[src/rtl/ysyx_24110006_regfile_sb.sv]
// General-purpose register file with a post-reset clearing sweep, optional
// write-to-read bypass and a per-register pending scoreboard for RAW hazards.
module ysyx_24110006_regfile_sb #(
  parameter int ADDR_WIDTH = 5,
  parameter int DATA_WIDTH = 32,
  parameter int NUM_REGS   = 16,
  parameter bit BYPASS_EN  = 1'b1
) (
  input  logic                  i_clock,
  input  logic                  i_reset_n,
  input  logic                  i_valid,
  input  logic                  i_wen,
  input  logic [ADDR_WIDTH-1:0] i_waddr,
  input  logic [DATA_WIDTH-1:0] i_wdata,
  input  logic [ADDR_WIDTH-1:0] i_raddr1,
  input  logic [ADDR_WIDTH-1:0] i_raddr2,
  output logic [DATA_WIDTH-1:0] o_rdata1,
  output logic [DATA_WIDTH-1:0] o_rdata2,
  input  logic                  i_issue_valid,
  input  logic [ADDR_WIDTH-1:0] i_issue_rd,
  output logic                  o_busy1,
  output logic                  o_busy2,
  output logic                  o_ready
);

  typedef enum logic {
    CLEAR = 1'b0,
    READY = 1'b1
  } state_t;

  state_t                state;
  state_t                state_next;
  logic [ADDR_WIDTH-1:0] ptr;
  logic [ADDR_WIDTH-1:0] ptr_next;
  logic [DATA_WIDTH-1:0] regs [1:NUM_REGS-1];
  logic [NUM_REGS-1:0]   pending;
  logic                  ready;
  logic                  wr_commit;
  logic                  issue_ok;
  logic [DATA_WIDTH-1:0] stored1;
  logic [DATA_WIDTH-1:0] stored2;
  logic                  pend1;
  logic                  pend2;
  logic                  bypass1;
  logic                  bypass2;

  // Entry 0 and anything at or beyond NUM_REGS is never stored or tracked.
  function automatic logic legal(input logic [ADDR_WIDTH-1:0] a);
    return (a != '0) && (32'(a) < NUM_REGS);
  endfunction

  assign ready     = (state == READY) && i_reset_n;
  assign wr_commit = ready && i_valid && i_wen && legal(i_waddr);
  assign issue_ok  = ready && i_issue_valid && legal(i_issue_rd);

  always_ff @(posedge i_clock) begin
    if (!i_reset_n) begin
      state <= CLEAR;
      ptr   <= ADDR_WIDTH'(1);
    end else begin
      state <= state_next;
      ptr   <= ptr_next;
    end
  end

  always_comb begin
    state_next = state;
    ptr_next   = ptr;
    if (state == CLEAR) begin
      ptr_next = ptr + ADDR_WIDTH'(1);
      if (ptr == ADDR_WIDTH'(NUM_REGS - 1)) begin
        state_next = READY;
      end
    end
  end

  // The sweep owns the storage while clearing; writeback only lands once ready.
  always_ff @(posedge i_clock) begin
    for (int r = 1; r < NUM_REGS; r++) begin
      if (state == CLEAR && ptr == ADDR_WIDTH'(r)) begin
        regs[r] <= '0;
      end else if (wr_commit && i_waddr == ADDR_WIDTH'(r)) begin
        regs[r] <= i_wdata;
      end
    end
  end

  // A new issue to the same register outranks the writeback that clears it.
  always_ff @(posedge i_clock) begin
    if (!i_reset_n) begin
      pending <= '0;
    end else begin
      for (int r = 1; r < NUM_REGS; r++) begin
        if (issue_ok && i_issue_rd == ADDR_WIDTH'(r)) begin
          pending[r] <= 1'b1;
        end else if (wr_commit && i_waddr == ADDR_WIDTH'(r)) begin
          pending[r] <= 1'b0;
        end
      end
    end
  end

  always_comb begin
    stored1 = '0;
    stored2 = '0;
    pend1   = 1'b0;
    pend2   = 1'b0;
    for (int r = 1; r < NUM_REGS; r++) begin
      if (i_raddr1 == ADDR_WIDTH'(r)) begin
        stored1 = regs[r];
        pend1   = pending[r];
      end
      if (i_raddr2 == ADDR_WIDTH'(r)) begin
        stored2 = regs[r];
        pend2   = pending[r];
      end
    end
  end

  assign bypass1 = BYPASS_EN && wr_commit && (i_waddr == i_raddr1);
  assign bypass2 = BYPASS_EN && wr_commit && (i_waddr == i_raddr2);

  assign o_rdata1 = !ready ? '0 : (bypass1 ? i_wdata : stored1);
  assign o_rdata2 = !ready ? '0 : (bypass2 ? i_wdata : stored2);
  assign o_busy1  = ready && pend1 && !bypass1;
  assign o_busy2  = ready && pend2 && !bypass2;
  assign o_ready  = ready;

endmodule

[config.mk]
export PLATFORM = sky130hd
export DESIGN_NAME = ysyx_24110006_regfile_sb
export DESIGN_NICKNAME = d
export VERILOG_FILES = /design/src/rtl/ysyx_24110006_regfile_sb.sv
export SDC_FILE = /design/constraint.sdc
export NUM_CORES = 1
export LEC_CHECK = 0
export ABC_AREA = 1
export BUFFER_PORTS_ARGS = -buffer_cell sky130_fd_sc_hd__buf_4
export CORE_UTILIZATION = 50
export CTS_BUF_LIST = sky130_fd_sc_hd__clkbuf_8
export DETAILED_ROUTE_END_ITERATION = 8
export HOLD_SLACK_MARGIN = 0.05
export PLACE_DENSITY = 0.7
export SLEW_MARGIN = 20
export SYNTH_ARGS = -nofsm -noshare
export SYNTH_HDL_FRONTEND = slang
export SYNTH_SLANG_ARGS = --single-unit
[constraint.sdc]
create_clock -name i_clock -period 3.9 [get_ports i_clock]
set_clock_uncertainty 0.1 [all_clocks]
set_input_delay 0.78 -clock i_clock [delete_from_list [all_inputs] [get_ports i_clock]]
set_output_delay 0.78 -clock i_clock [all_outputs]
set_load 0.05 [all_outputs]
* After elaboration in Yosys (flattened, before gate mapping)
Memories as Yosys holds them, arrays and structs flattened.
Cells that the tools add are included.
** Storage, ports and cells
- Bits in writable memories :: 480
- Bits in registers :: 21
- Output and inout bits :: 67
- Memories kept :: 1
- Input port bits :: 57
** Cells by class
- Muxes and demuxes :: 228
- Equality and inequality tests :: 77
- Reduce and logical (&&, ||, !) cells :: 92
- $lt $le $gt $ge :: 2
- Add/sub/neg operators :: 1
- Bitwise gates (word level) :: 16
** Memory list
- regs :: depth 15, width 32, rd ports 15, clocked after Yosys merged registers in 0, wr ports 1, RTL line 35 : logic [DATA_WIDTH-1:0] regs [1:NUM_REGS-1];
** Operators with widths (count)
- $mux 32 :: 63
- $reduce_or 32->1 :: 14
- $eq 5x4->1 const B :: 40
- $mux 1 :: 151
- $eq 5x3->1 const B :: 20
- $logic_and 1x1->1 :: 59
- $mux 4 :: 14
- $eq 5x2->1 const B :: 10
- $reduce_bool 2->1 :: 15
- $eq 5x1->1 const B :: 5
- $or 1x1->1 :: 15
- $eq 5x5->1 :: 2
- $lt 5x5->1 const B :: 2
- $reduce_bool 5->1 :: 2
- $add 5x1->5 const B :: 1
- $logic_not 1->1 :: 2
- $not 1->1 :: 1

* Depth between registers and ports, before layout
- Depth after elaboration :: 24
- Gate-level depth with buffers :: 17
- Mapped depth without buffers :: 15

* Least setup slack after synthesis
Ideal clock, no wire load.
- Path type :: reg2reg
- From :: register ptr[0]
- To :: register, netlist name regs[0][480]
- Stages on the path, launching flop included :: 7
- Slack :: 0.227 ns
- Clock period less this slack :: 3.673 ns
- Data required time :: 3.334 ns
- Arrival time :: 3.107 ns
- Path buffers :: 0
- Cells stage by stage :: dfxtp_1 ha_1 inv_1 nor2_1 ha_1 inv_1 o21ai_0
** RTL lines
- start: declaration :: RTL line 33 : logic [ADDR_WIDTH-1:0] ptr;
- start signal: assignment :: RTL line 62 : ptr <= ptr_next;

* Worst setup path after layout
- From :: input i_waddr[2]
- To :: output o_rdata1[15]
** On the way
- Cells in the longest elaborated chain, start to end :: 6
** Ends and longest elaborated chain
- start: declaration :: RTL line 13 : input logic [ADDR_WIDTH-1:0] i_waddr,
- $lt 5x5->1 or $reduce_bool 5->1 (tied branches) :: RTL line 49 : return (a != '0) && (32'(a) < NUM_REGS);
- $logic_and 1x1->1 :: RTL line 49
- $logic_and 1x1->1 :: RTL line 53 : assign wr_commit = ready && i_valid && i_wen && legal(i_waddr);
- $logic_and 1x1->1 * :: RTL line 120 : assign bypass1 = BYPASS_EN && wr_commit && (i_waddr == i_raddr1);
- $mux 32 * (2 in a row) :: RTL line 123 : assign o_rdata1 = !ready ? '0 : (bypass1 ? i_wdata : stored1);
- end: declaration :: RTL line 17 : output logic [DATA_WIDTH-1:0] o_rdata1,
Mark *: on every way between the ends. The rest lies on a longest branch, timed or not.

==> impl_summary.txt <==
----------------------------------------------------
[Critical path]
  Worst setup path category ... primary input to output pin
  Critical-path cell list ... buf_4 > inv_1 > nand2_1 > o31ai_1 > inv_2 > nand4_4 > buf_8 > o21ai_0 > inv_1 > nand3_1 > nand2_1 > inv_1 > buf_4
  Reg-to-reg startpoint ... state$_SDFF_PN0_
  Critical-path cell with the highest stage delay ... sky130_fd_sc_hd__o31ai_1
  Type of element launching the critical path ... primary input
  Reg2Reg Capture Point ... regs[0][483]$_SDFFCE_PN0P_
  Reg-to-reg slack, setup ... roughly 1.2 ns
  Worst path required time ... slightly above 3 ns
  Most common cell type on the critical path ... sky130_fd_sc_hd__inv_1
  Number of cells on the worst reg-to-reg path ... 8
  Maximum cell stage delay along the critical path ... 0.47 ns
  WP data arrival ... 2.98 ns
  Highest net fanout along the worst path ... between 40 and 50
  Critical path endpoint category ... output pin

[Logic synthesis]
  Average footprint of a synthesized cell ... about 8 um^2
  Post-synthesis sequential area ratio ... a little over half
  Number of standard cells after synthesis ... approximately 3400
  Register bit total from synthesis ... between 500 and 600
  Yosys cell types ... 36
  Netlist area before placement ... 27220 um^2
  Synth Net Count ... around 3500
  Warning count from the yosys run ... 0

[Placement]
  Buffers added on ports ... 123
  GP Congestion ... 0.9616
  Placement Setup Slack ... -0.03682 ns
  Dpl cell area ... 29310 um^2
  Half-perimeter wire length after detailed placement ... 58400 um
  # placed instances ... 4117

[Floorplan]
  Die extent in y ... around 240 um
  Core Footprint ... between 50000 and 60000 um^2
  Number of cell rows ... 85
  Total die area ... ~55000 um^2
  Initial core utilization ... about half
  Number of top-level pins ... around 120
  Chip Width ... about 240 um

[Timing]
  Peak clock frequency supported by timing ... between 0.2 and 0.3 GHz
  Actual transition at the worst max-transition pin ... between 1 and 1.5 ns
  Setup violations, final ... 0
  RSZ-0062 raised after global routing ... true
  Final critical-path required period ... about 3.9 ns
  Period Utilization, post-route ... a little over nine tenths
  Final Hold Viols ... 0
  Tightest slew margin relative to the limit ... between 20% and 30%
  Max-slew violation total from the final report ... 0
  Final setup slack of the worst path ... ~0.044 ns
  Smallest hold slack ... roughly 0.21 ns
  Summed negative setup slack over all endpoints ... 0 ns

[Clock network]
  Clock tree from TritonCTS ... built
  Maximum number of buffers from clock root to sink ... 3
  Number of buffers inserted by hold repair at cts ... 0
  Total CTS buffers ... 84
  Clock root buffer master ... sky130_fd_sc_hd__clkbuf_8
  Number of clock sinks ... between 500 and 600
  Clk pin slew, worst setup/hold paths ... around 0.070 ns
  Maximum level of the CTS H-tree ... 3
  Clock latency at the later pin of the worst-skew pair ... approximately 0.7 ns

[Global route]
  Total routing resource utilization after global routing ... a little under a third
  Via count of the first global-routing pass ... roughly 23000
  Number of antenna violations at the first check in global routing ... 3
  Leftover overflow at the end of global routing ... 0
  Largest net degree at the start of global routing ... 64
  Wire length of the first global-routing pass ... 134700 um

[Cells and area]
  Filler Cell Count ... between 4000 and 5000
  Layout Cell Area excl Fill ... approximately 31000 um^2
  Area Overhead vs Synth ... 13.54%
  Non-filler instance count after layout ... 4266
  Fraction of layout cells with a size suffix above 1 ... about 12%
  Final layout net count ... 3571

[Hold path]
  Path type of the worst min-delay path ... primary input to flip-flop
  Hold Path Depth ... 2
  Worst min-delay path startpoint ... i_reset_n
  Hold Path End ... ptr[0]$_SDFFE_PN1N_

[Pwr]
  Maximum resistive drop on vdd ... between 0.0002 and 0.0003 V
  Static power due to leakage ... approximately 0.012 uW
  Power density over the cells ... 372.9 nW/um^2

[Routing]
  Remaining routing DRC violations ... 0
  Routed Antenna Nets ... 0
  Initial detailed-routing violation count ... between 3000 and 4000
  Router iterations before antenna repair ... 9
  Total Routed Length ... around 90000 um
  Final routed wire length divided by cell count ... 21.03 um
  Avg Vias per Cell ... 5.739
  Vias after detailed routing ... approximately 24000

[Flow run]
  Max-cap viol count ... 0

[Status]
  Result of the run ... completed

----------------------------------------------------
[cells by family (layout without fill, tap and decap cells)]
logic type	Yosys count	count (layout)	synth area share [%]
adder cells (fa/ha/maj)	5	5	0.2298
buffers and inverters	526	697	7.851
flip-flops	501	501	54.50
AO/OA/AOI/OAI	254	254	4.762
AND/OR/NAND/NOR	2102	2102	32.34
XOR/XNOR	10	10	0.3218
other	0	1	0
[flip-flops by register name, indices dropped and copies added, names as in the netlist]
| name | flops |
|---|---|
| pending | 15 |
| ptr | 5 |
| regs | 480 |
| state | 1 |
[worst max-delay path by stage]
stage | from | end | slack (ns) | cells after the start
finish | i_waddr[2] | o_rdata1[15] | 0.04 | 13
floorplan | ptr[0]$_SDFFE_PN1N_ | regs[0][480]$_SDFFCE_PN0P_ | 0.23 | 6
global route | state$_SDFF_PN0_ | o_rdata1[23] | -0.04 | 13
CTS | state$_SDFF_PN0_ | o_rdata1[23] | 0.08 | 13
detailed placement | i_waddr[2] | o_rdata1[15] | -0.04 | 13
global placement | i_waddr[3] | o_rdata1[15] | -0.05 | 13
[metal layers]
metal / GRT usage [%] / up-vias / part of all wire [%]
met2: 47.79 / 1654 / 44
met1: 44.89 / 11330 / 41
li1: - / 11320 / -
met3: 8.103 / 183 / 13
met4: 10.89 / 4 / 2.4
met5: 0 / - / 0.030
[power by group]
group | leakage (uW) | switching (uW) | total [uW] | internal (uW)
clock | 0.000872 | 2210 | 4390 | 2190
combinational | 0.00769 | 774 | 1040 | 270
sequential | 0.00388 | 70.9 | 6090 | 6020
[what timing repair did]
action / in CTS / in global routing
cloned: 0 / 2
setup endpoints to repair: 27 / 20
pin swaps: 0 / 1
buffers inserted: 0 / 0
resized for setup: 3 / 6
[cell usage after synthesis, drive strengths merged]
library cell	n	area share, %
dfxtp	21	1.5
edfxtp	480	53
nor4	1	0.023
or2	28	0.64
inv	308	4.2
nor3	11	0.30
and3	1	0.023
ha	5	0.23
clkinv	2	0.028
a21oi	91	1.7
a22oi	6	0.17
buf	111	2.1
o211ai	2	0.055
o21ai	153	2.8
clkbuf	105	1.4
xor2	8	0.26
nand3	110	2.0
nand4	225	5.2
nor2	692	9.8
xnor2	2	0.064
o31ai	1	0.028
nand2	1034	14
o21bai	1	0.028
[layout make-up]
| class | count | area [um^2] | share of cell area (%) |
|---|---|---|---|
| diodes | 1 | 2.502 | 0.008097 |
| multi-input cells | 2371 | 10340 | 33.47 |
| clock buffers | 86 | 1184 | 3.830 |
| clock inverters | 60 | 322.8 | 1.045 |
| well taps | 696 | 870.8 | 2.818 |
| flip-flops and latches | 501 | 14840 | 48.01 |
| inverters | 310 | 1164 | 3.765 |
| repair buffers | 241 | 2181 | 7.057 |
[critical path, delay by kind of cell]
family / cells / cell delay, ns
buffers and inverters: 7 / 1.02
AOI/OAI and AO/OA: 2 / 0.62
and+or+nand+nor: 4 / 0.49
[through the flow]
| stage | total power (uW) | util (%) |
|---|---|---|
| 2_1_floorplan | 6745 | - |
| 3_3_place_gp | 7189 | 54.47 |
| 3_5_place_dp | 7204 | 54.47 |
| 4_1_cts | 11490 | 57.29 |
| 5_1_grt | 11850 | 57.43 |
| 6_report | 11530 | 57.43 |
[cell usage in the layout, fill, tap and decap left out, types with 8 or more instances in the layout]
| cell type | count |
|---|---|
| sky130_fd_sc_hd__dfxtp_1 | 20 |
| sky130_fd_sc_hd__buf_4 | 211 |
| sky130_fd_sc_hd__buf_12 | 26 |
| sky130_fd_sc_hd__clkinv_1 | 19 |
| sky130_fd_sc_hd__inv_2 | 8 |
| sky130_fd_sc_hd__nor2_1 | 675 |
| sky130_fd_sc_hd__o21ai_1 | 18 |
| sky130_fd_sc_hd__xor2_1 | 8 |
| sky130_fd_sc_hd__clkbuf_8 | 86 |
| sky130_fd_sc_hd__a21oi_1 | 91 |
| sky130_fd_sc_hd__nand4_1 | 222 |
| sky130_fd_sc_hd__nand2_1 | 1031 |
| sky130_fd_sc_hd__nor2_2 | 12 |
| sky130_fd_sc_hd__edfxtp_1 | 480 |
| sky130_fd_sc_hd__inv_1 | 328 |
| sky130_fd_sc_hd__or2_2 | 27 |
| sky130_fd_sc_hd__nand3_1 | 109 |
| sky130_fd_sc_hd__o21ai_0 | 129 |
Note: power is estimated with default switching activity, not from simulation.
